[config.mk]
export PLATFORM = sky130hd
export DESIGN_NAME = multi_oneshot_blink_flat
export DESIGN_NICKNAME = d
export VERILOG_FILES = /design/src/rtl/multi_oneshot_blink_if.sv /design/src/rtl/multi_oneshot_blink.sv /design/src/flat_wrapper.sv
export SDC_FILE = /design/constraint.sdc
export NUM_CORES = 1
export LEC_CHECK = 0
export CAP_MARGIN = 15
export CORE_ASPECT_RATIO = 1.75
export CORE_UTILIZATION = 41
export DETAILED_ROUTE_END_ITERATION = 8
export PLACE_DENSITY = 0.67
export SLEW_MARGIN = 25
export SYNTH_ARGS = -nofsm -noshare
export SYNTH_HDL_FRONTEND = slang
export SYNTH_SLANG_ARGS = --single-unit
[constraint.sdc]
create_clock -name CLK -period 6.3 [get_ports CLK]
set_input_delay 0.63 -clock CLK [delete_from_list [all_inputs] [get_ports CLK]]
set_output_delay 0.63 -clock CLK [all_outputs]
set_load 0.01 [all_outputs]
[src/rtl/multi_oneshot_blink_if.sv]
// multi_oneshot_blink_if: button pins in, press events / LED drive / busy out
interface multi_oneshot_blink_if #(parameter int NUM_CH = 4);
  logic [NUM_CH-1:0] iExtBtn;
  logic [NUM_CH-1:0] oPulse;
  logic [NUM_CH-1:0] oLED;
  logic              oBusy;
  modport master (output iExtBtn, input oPulse, oLED, oBusy);
  modport slave  (input iExtBtn, output oPulse, oLED, oBusy);
endinterface

[src/rtl/multi_oneshot_blink.sv]
// multi_oneshot_blink: per-channel sync, debounce, press one-shot and LED blink burst
module multi_oneshot_blink #(
  parameter int NUM_CH         = 4,
  parameter int DEBOUNCE_CYC   = 250000,
  parameter int HALF_PERIOD    = 12500000,
  parameter int BLINK_COUNT    = 3,
  parameter int BTN_ACTIVE_LOW = 1,
  parameter int LED_ACTIVE_LOW = 1
) (
  input logic                   CLK,
  input logic                   RESET,
  multi_oneshot_blink_if.slave  bus
);
  localparam int DW = DEBOUNCE_CYC > 1 ? $clog2(DEBOUNCE_CYC) : 1;
  localparam int PW = HALF_PERIOD > 1 ? $clog2(HALF_PERIOD) : 1;
  localparam int RW = $clog2(BLINK_COUNT + 1) > 0 ? $clog2(BLINK_COUNT + 1) : 1;
  localparam logic BAL = BTN_ACTIVE_LOW != 0;
  localparam logic UNLIT = LED_ACTIVE_LOW != 0;
  typedef enum logic [1:0] {IDLE, ON, OFF} state_t;
  logic [NUM_CH-1:0] w_pulse, w_led, w_busy;
  logic              r_busy;
  for (genvar c = 0; c < NUM_CH; c++) begin : g_ch
    // pin is normalised so pressed = 1 from the first flop on
    logic          r_s1, r_s2, r_stable, r_pulse, r_led;
    logic [DW-1:0] r_cnt;
    logic [PW-1:0] r_ph, w_ph;
    logic [RW-1:0] r_rem, w_rem;
    state_t        r_state, w_state;
    logic          w_term, w_rise, w_end;
    assign w_term = (r_s2 != r_stable) && r_cnt == DW'(DEBOUNCE_CYC - 1);
    assign w_rise = w_term & r_s2;
    assign w_end  = r_ph == PW'(HALF_PERIOD - 1);
    always_ff @(posedge CLK) begin
      if (RESET) begin
        r_s1     <= 1'b0;
        r_s2     <= 1'b0;
        r_stable <= 1'b0;
        r_cnt    <= '0;
        r_pulse  <= 1'b0;
      end else begin
        r_s1     <= bus.iExtBtn[c] ^ BAL;
        r_s2     <= r_s1;
        r_cnt    <= (r_s2 == r_stable || w_term) ? '0 : r_cnt + 1'b1;
        r_stable <= w_term ? r_s2 : r_stable;
        r_pulse  <= w_rise;
      end
    end
    // a fresh press restarts the burst even on a phase-end edge
    always_comb begin
      w_state = r_state;
      w_ph    = r_ph;
      w_rem   = r_rem;
      if (w_rise) begin
        w_state = ON;
        w_ph    = '0;
        w_rem   = RW'(BLINK_COUNT);
      end else if (r_state == ON) begin
        w_ph    = w_end ? '0 : r_ph + 1'b1;
        w_state = w_end ? OFF : ON;
      end else if (r_state == OFF) begin
        w_ph    = w_end ? '0 : r_ph + 1'b1;
        w_state = !w_end ? OFF : (r_rem == RW'(1)) ? IDLE : ON;
        w_rem   = w_end ? r_rem - 1'b1 : r_rem;
      end
    end
    always_ff @(posedge CLK) begin
      if (RESET) begin
        r_state <= IDLE;
        r_ph    <= '0;
        r_rem   <= '0;
        r_led   <= UNLIT;
      end else begin
        r_state <= w_state;
        r_ph    <= w_ph;
        r_rem   <= w_rem;
        r_led   <= (r_state == ON) ? ~UNLIT : UNLIT;
      end
    end
    assign w_pulse[c] = r_pulse;
    assign w_led[c]   = r_led;
    assign w_busy[c]  = w_state != IDLE;
  end
  always_ff @(posedge CLK) begin
    if (RESET) r_busy <= 1'b0;
    else       r_busy <= |w_busy;
  end
  assign bus.oPulse = w_pulse;
  assign bus.oLED   = w_led;
  assign bus.oBusy  = r_busy;
endmodule
[src/flat_wrapper.sv]
// flat-port wrapper written by rule: the top's interface ports become plain ports
module multi_oneshot_blink_flat 
#(
  parameter int NUM_CH         = 4,
  parameter int DEBOUNCE_CYC   = 250000,
  parameter int HALF_PERIOD    = 12500000,
  parameter int BLINK_COUNT    = 3,
  parameter int BTN_ACTIVE_LOW = 1,
  parameter int LED_ACTIVE_LOW = 1
)
  (CLK, RESET, bus_iExtBtn, bus_oPulse, bus_oLED, bus_oBusy);
  multi_oneshot_blink_if #(.NUM_CH(NUM_CH)) bus_i ();
  input logic CLK;
  input logic RESET;
  input wire logic [$bits(bus_i.iExtBtn)-1:0] bus_iExtBtn;
  output wire logic [$bits(bus_i.oPulse)-1:0] bus_oPulse;
  output wire logic [$bits(bus_i.oLED)-1:0] bus_oLED;
  output wire logic [$bits(bus_i.oBusy)-1:0] bus_oBusy;
  assign bus_i.iExtBtn = bus_iExtBtn;
  assign bus_oPulse = bus_i.oPulse;
  assign bus_oLED = bus_i.oLED;
  assign bus_oBusy = bus_i.oBusy;
  multi_oneshot_blink #(.NUM_CH(NUM_CH), .DEBOUNCE_CYC(DEBOUNCE_CYC), .HALF_PERIOD(HALF_PERIOD), .BLINK_COUNT(BLINK_COUNT), .BTN_ACTIVE_LOW(BTN_ACTIVE_LOW), .LED_ACTIVE_LOW(LED_ACTIVE_LOW)) u_core (.CLK(CLK), .RESET(RESET), .bus(bus_i));
endmodule
==> qor.csv <==
metric,value,unit
layout_common_cells,"224 x nor2_1, 205 x dfxtp_1, 95 x xor2_1, 67 x xnor2_1, 66 x nand2_1",
synth_area_leaders,"dfxtp_1 45%, nor2_1 9.2%, xor2_1 9.1%",
synth_fp_nets,1049,
drive_gt1_share,5.263,%
place_congestion,0.7985,
skew,0.01553,ns
core_area,21680,um2
cp-start-kind,flip-flop,
cts_tree,done,
vias,6651,
synth_ff_type,dfxtp_1,
setup_viol,0,
slew_viol_final,0,
die_h,199.2,um
placed_area,9482,um2
die_w,114.7,um
cts_max_path_buffers,3,
antenna_cells,0,
final_common_cell,nor2_1,
wire_per_inst,12.49,um
status,"complete, no violations",
ys_types,54,
netlist_area,9112,um2
tightest_slew,0.9533,ns
nNetsFinal,1058,
worstPathArrival,2.80,ns
cts_setup_buffers,0,
num_io_pins,15,
synth.top_cell.area_share,45.04,%
max-cap-violations,0,
syn_inst,1023,
powerDensity,255.7,nW/um2
clock.fmax,0.4085,GHz
first_iter_violations,301,
final-instance-count-excl-fill,1337,
holdWs,0.4319,ns
required,6.65,ns
clkLatencyLatePin,0.49,ns
cts.sinks,205,
irDropWorstVdd,0.0001987,V
fin_crit_sh,38.86,%
hold_violations,0,
rsz0062_at_grt,false,
start_util,42.04,%
power,2.596,mW
syn_area_per_cell,8.908,um2
synth_edf_count,0,
synth.largest_area_cell,dfxtp_1,
cts-htree-levels,1,
dr.pass1.iters,4,
min_path_type,flip-flop to flip-flop,
cp-end-kind,flip-flop,
grt_pass1_vias,6566,
leakagePower,3.424,nW
via_per_inst,4.975,
setup-tns-final,0,ns
track_usage,15.30,%
synth_warnings,0,
post-dp-hpwl,11.82,mm
ant_nets,0,
synth_seq_cells,205,
worstPathMaxFanout,7,
globalRouteOverflowTotal,0,
cts_root_buf,clkbuf_16,
grt_pass1_wl,29.17,mm
wl,16.69,mm
drc,0,
synth-async-reset-ratio,0,%
syn_to_final_growth,11.42,%
fillCellCount,2157,
fin_crit,2.448,ns
seq_area_frac_synth,45.04,%
post-place-cells,1302,
num_rows,71,
postLayoutCellArea,10150,um2
clk_pin_slew,0.07,ns
crit_type,flip-flop to flip-flop,
antenna_found_initial,0,
fp.dieArea,22850,um2
cts_hold_buf,0,
cts_made_buffers,20,
port_buffers,14,
grt_max_degree,38,
maxSlewHeadroom,36.26,%
cts_resized,0,
[cells by family (layout without fill, tap and decap cells)]
group,Yosys count,in the layout,share of synthesized area [%]
simple gates,537,537,30.32
flops,205,205,45.04
xor+xnor,162,162,15.57
buf+inv,56,78,2.815
compound gates,31,31,2.197
fa+ha+maj,20,20,2.746
mux,12,12,1.318
[Yosys cell counts, drive strengths merged, types with 4 or more instances]
cell,instances
a21oi,16
and2,12
and3,27
and4,8
and4b,5
buf,22
clkbuf,8
dfxtp,205
ha,20
inv,25
mux2i,12
nand2,67
nand2b,4
nand3,61
nand3b,8
nand4,33
nand4b,7
nor2,224
nor2b,15
nor3,20
nor3b,5
nor4,8
nor4b,6
nor4bb,5
o21ai,4
or3,9
xnor2,67
xor2,95
[layout make-up]
type,instances,area [um2],share of cell area (%)
Clock buffer,26,564.3,5.558
Clock inverter,9,98.84,0.9735
Inverter,26,97.59,0.9612
Multi-Input combinational cell,762,4761,46.89
Sequential cell,205,4104,40.42
Tap cell,292,365.4,3.598
Timing Repair Buffer,17,162.7,1.602
[worst paths after layout]
| path | startpoint | endpoint | slack (ns) | cells after the start |
|---|---|---|---|---|
| worst min-delay path | u_core.g_ch[3].r_s1$_SDFF_PP0_ | u_core.g_ch[3].r_s2$_SDFF_PP0_ | 0.43 | 1 |
| worst max register to register | u_core.g_ch[1].r_state[0]$_SDFF_PP0_ | u_core.g_ch[1].r_ph[19]$_SDFFE_PP0P_ | 3.85 | 8 |
| worst min register to register | u_core.g_ch[3].r_s1$_SDFF_PP0_ | u_core.g_ch[3].r_s2$_SDFF_PP0_ | 0.43 | 1 |
| worst max-delay path | u_core.g_ch[1].r_state[0]$_SDFF_PP0_ | u_core.g_ch[1].r_ph[19]$_SDFFE_PP0P_ | 3.85 | 8 |
[metrics by stage]
stage	utilization (%)	worst slack, ns
floorplan	-	4.186
global placement	43.74	3.759
detailed placement	43.74	3.710
CTS	46.80	3.851
global route	46.84	3.692
finish	46.84	3.852
[state kept, by name, indices dropped and copies added (netlist names)]
name	count
u_core.g_ch.r_ph	96
u_core.g_ch.r_s2	4
u_core.g_ch.r_cnt	72
u_core.g_ch.r_state	8
u_core.g_ch.r_s1	4
u_core.g_ch.r_rem	8
u_core.g_ch.r_pulse	4
u_core.g_ch.r_led	4
u_core.g_ch.r_stable	4
u_core.bus.oBusy	1
[routing by layer]
layer	global-route usage (%)	share of wire (%)	vias up
met2	30.10	54	50
met5	0	0	-
li1	-	-	3437
met3	1.911	2.1	23
met4	4.858	2.0	0
met1	16.55	42	3141
[power by group]
part	leakage (nW)	switching, mW	total, mW	internal (mW)
Clock	0.333	0.496	1.21	0.715
Combinational	1.44	0.0405	0.0680	0.0275
Sequential	1.65	0.00907	1.32	1.31
Total	3.42	0.545	2.60	2.05
[worst max-delay path: stages, from the launching register on]
cell and delay [ns]:
dfxtp_1 0.35, inv_1 0.06, ha_1 0.39, nand4b_1 0.31
nor4_1 0.55, and2_1 0.30, nand4_1 0.13, xor2_1 0.16
nor2_1 0.05
Power figures use the tool's default switching activity.
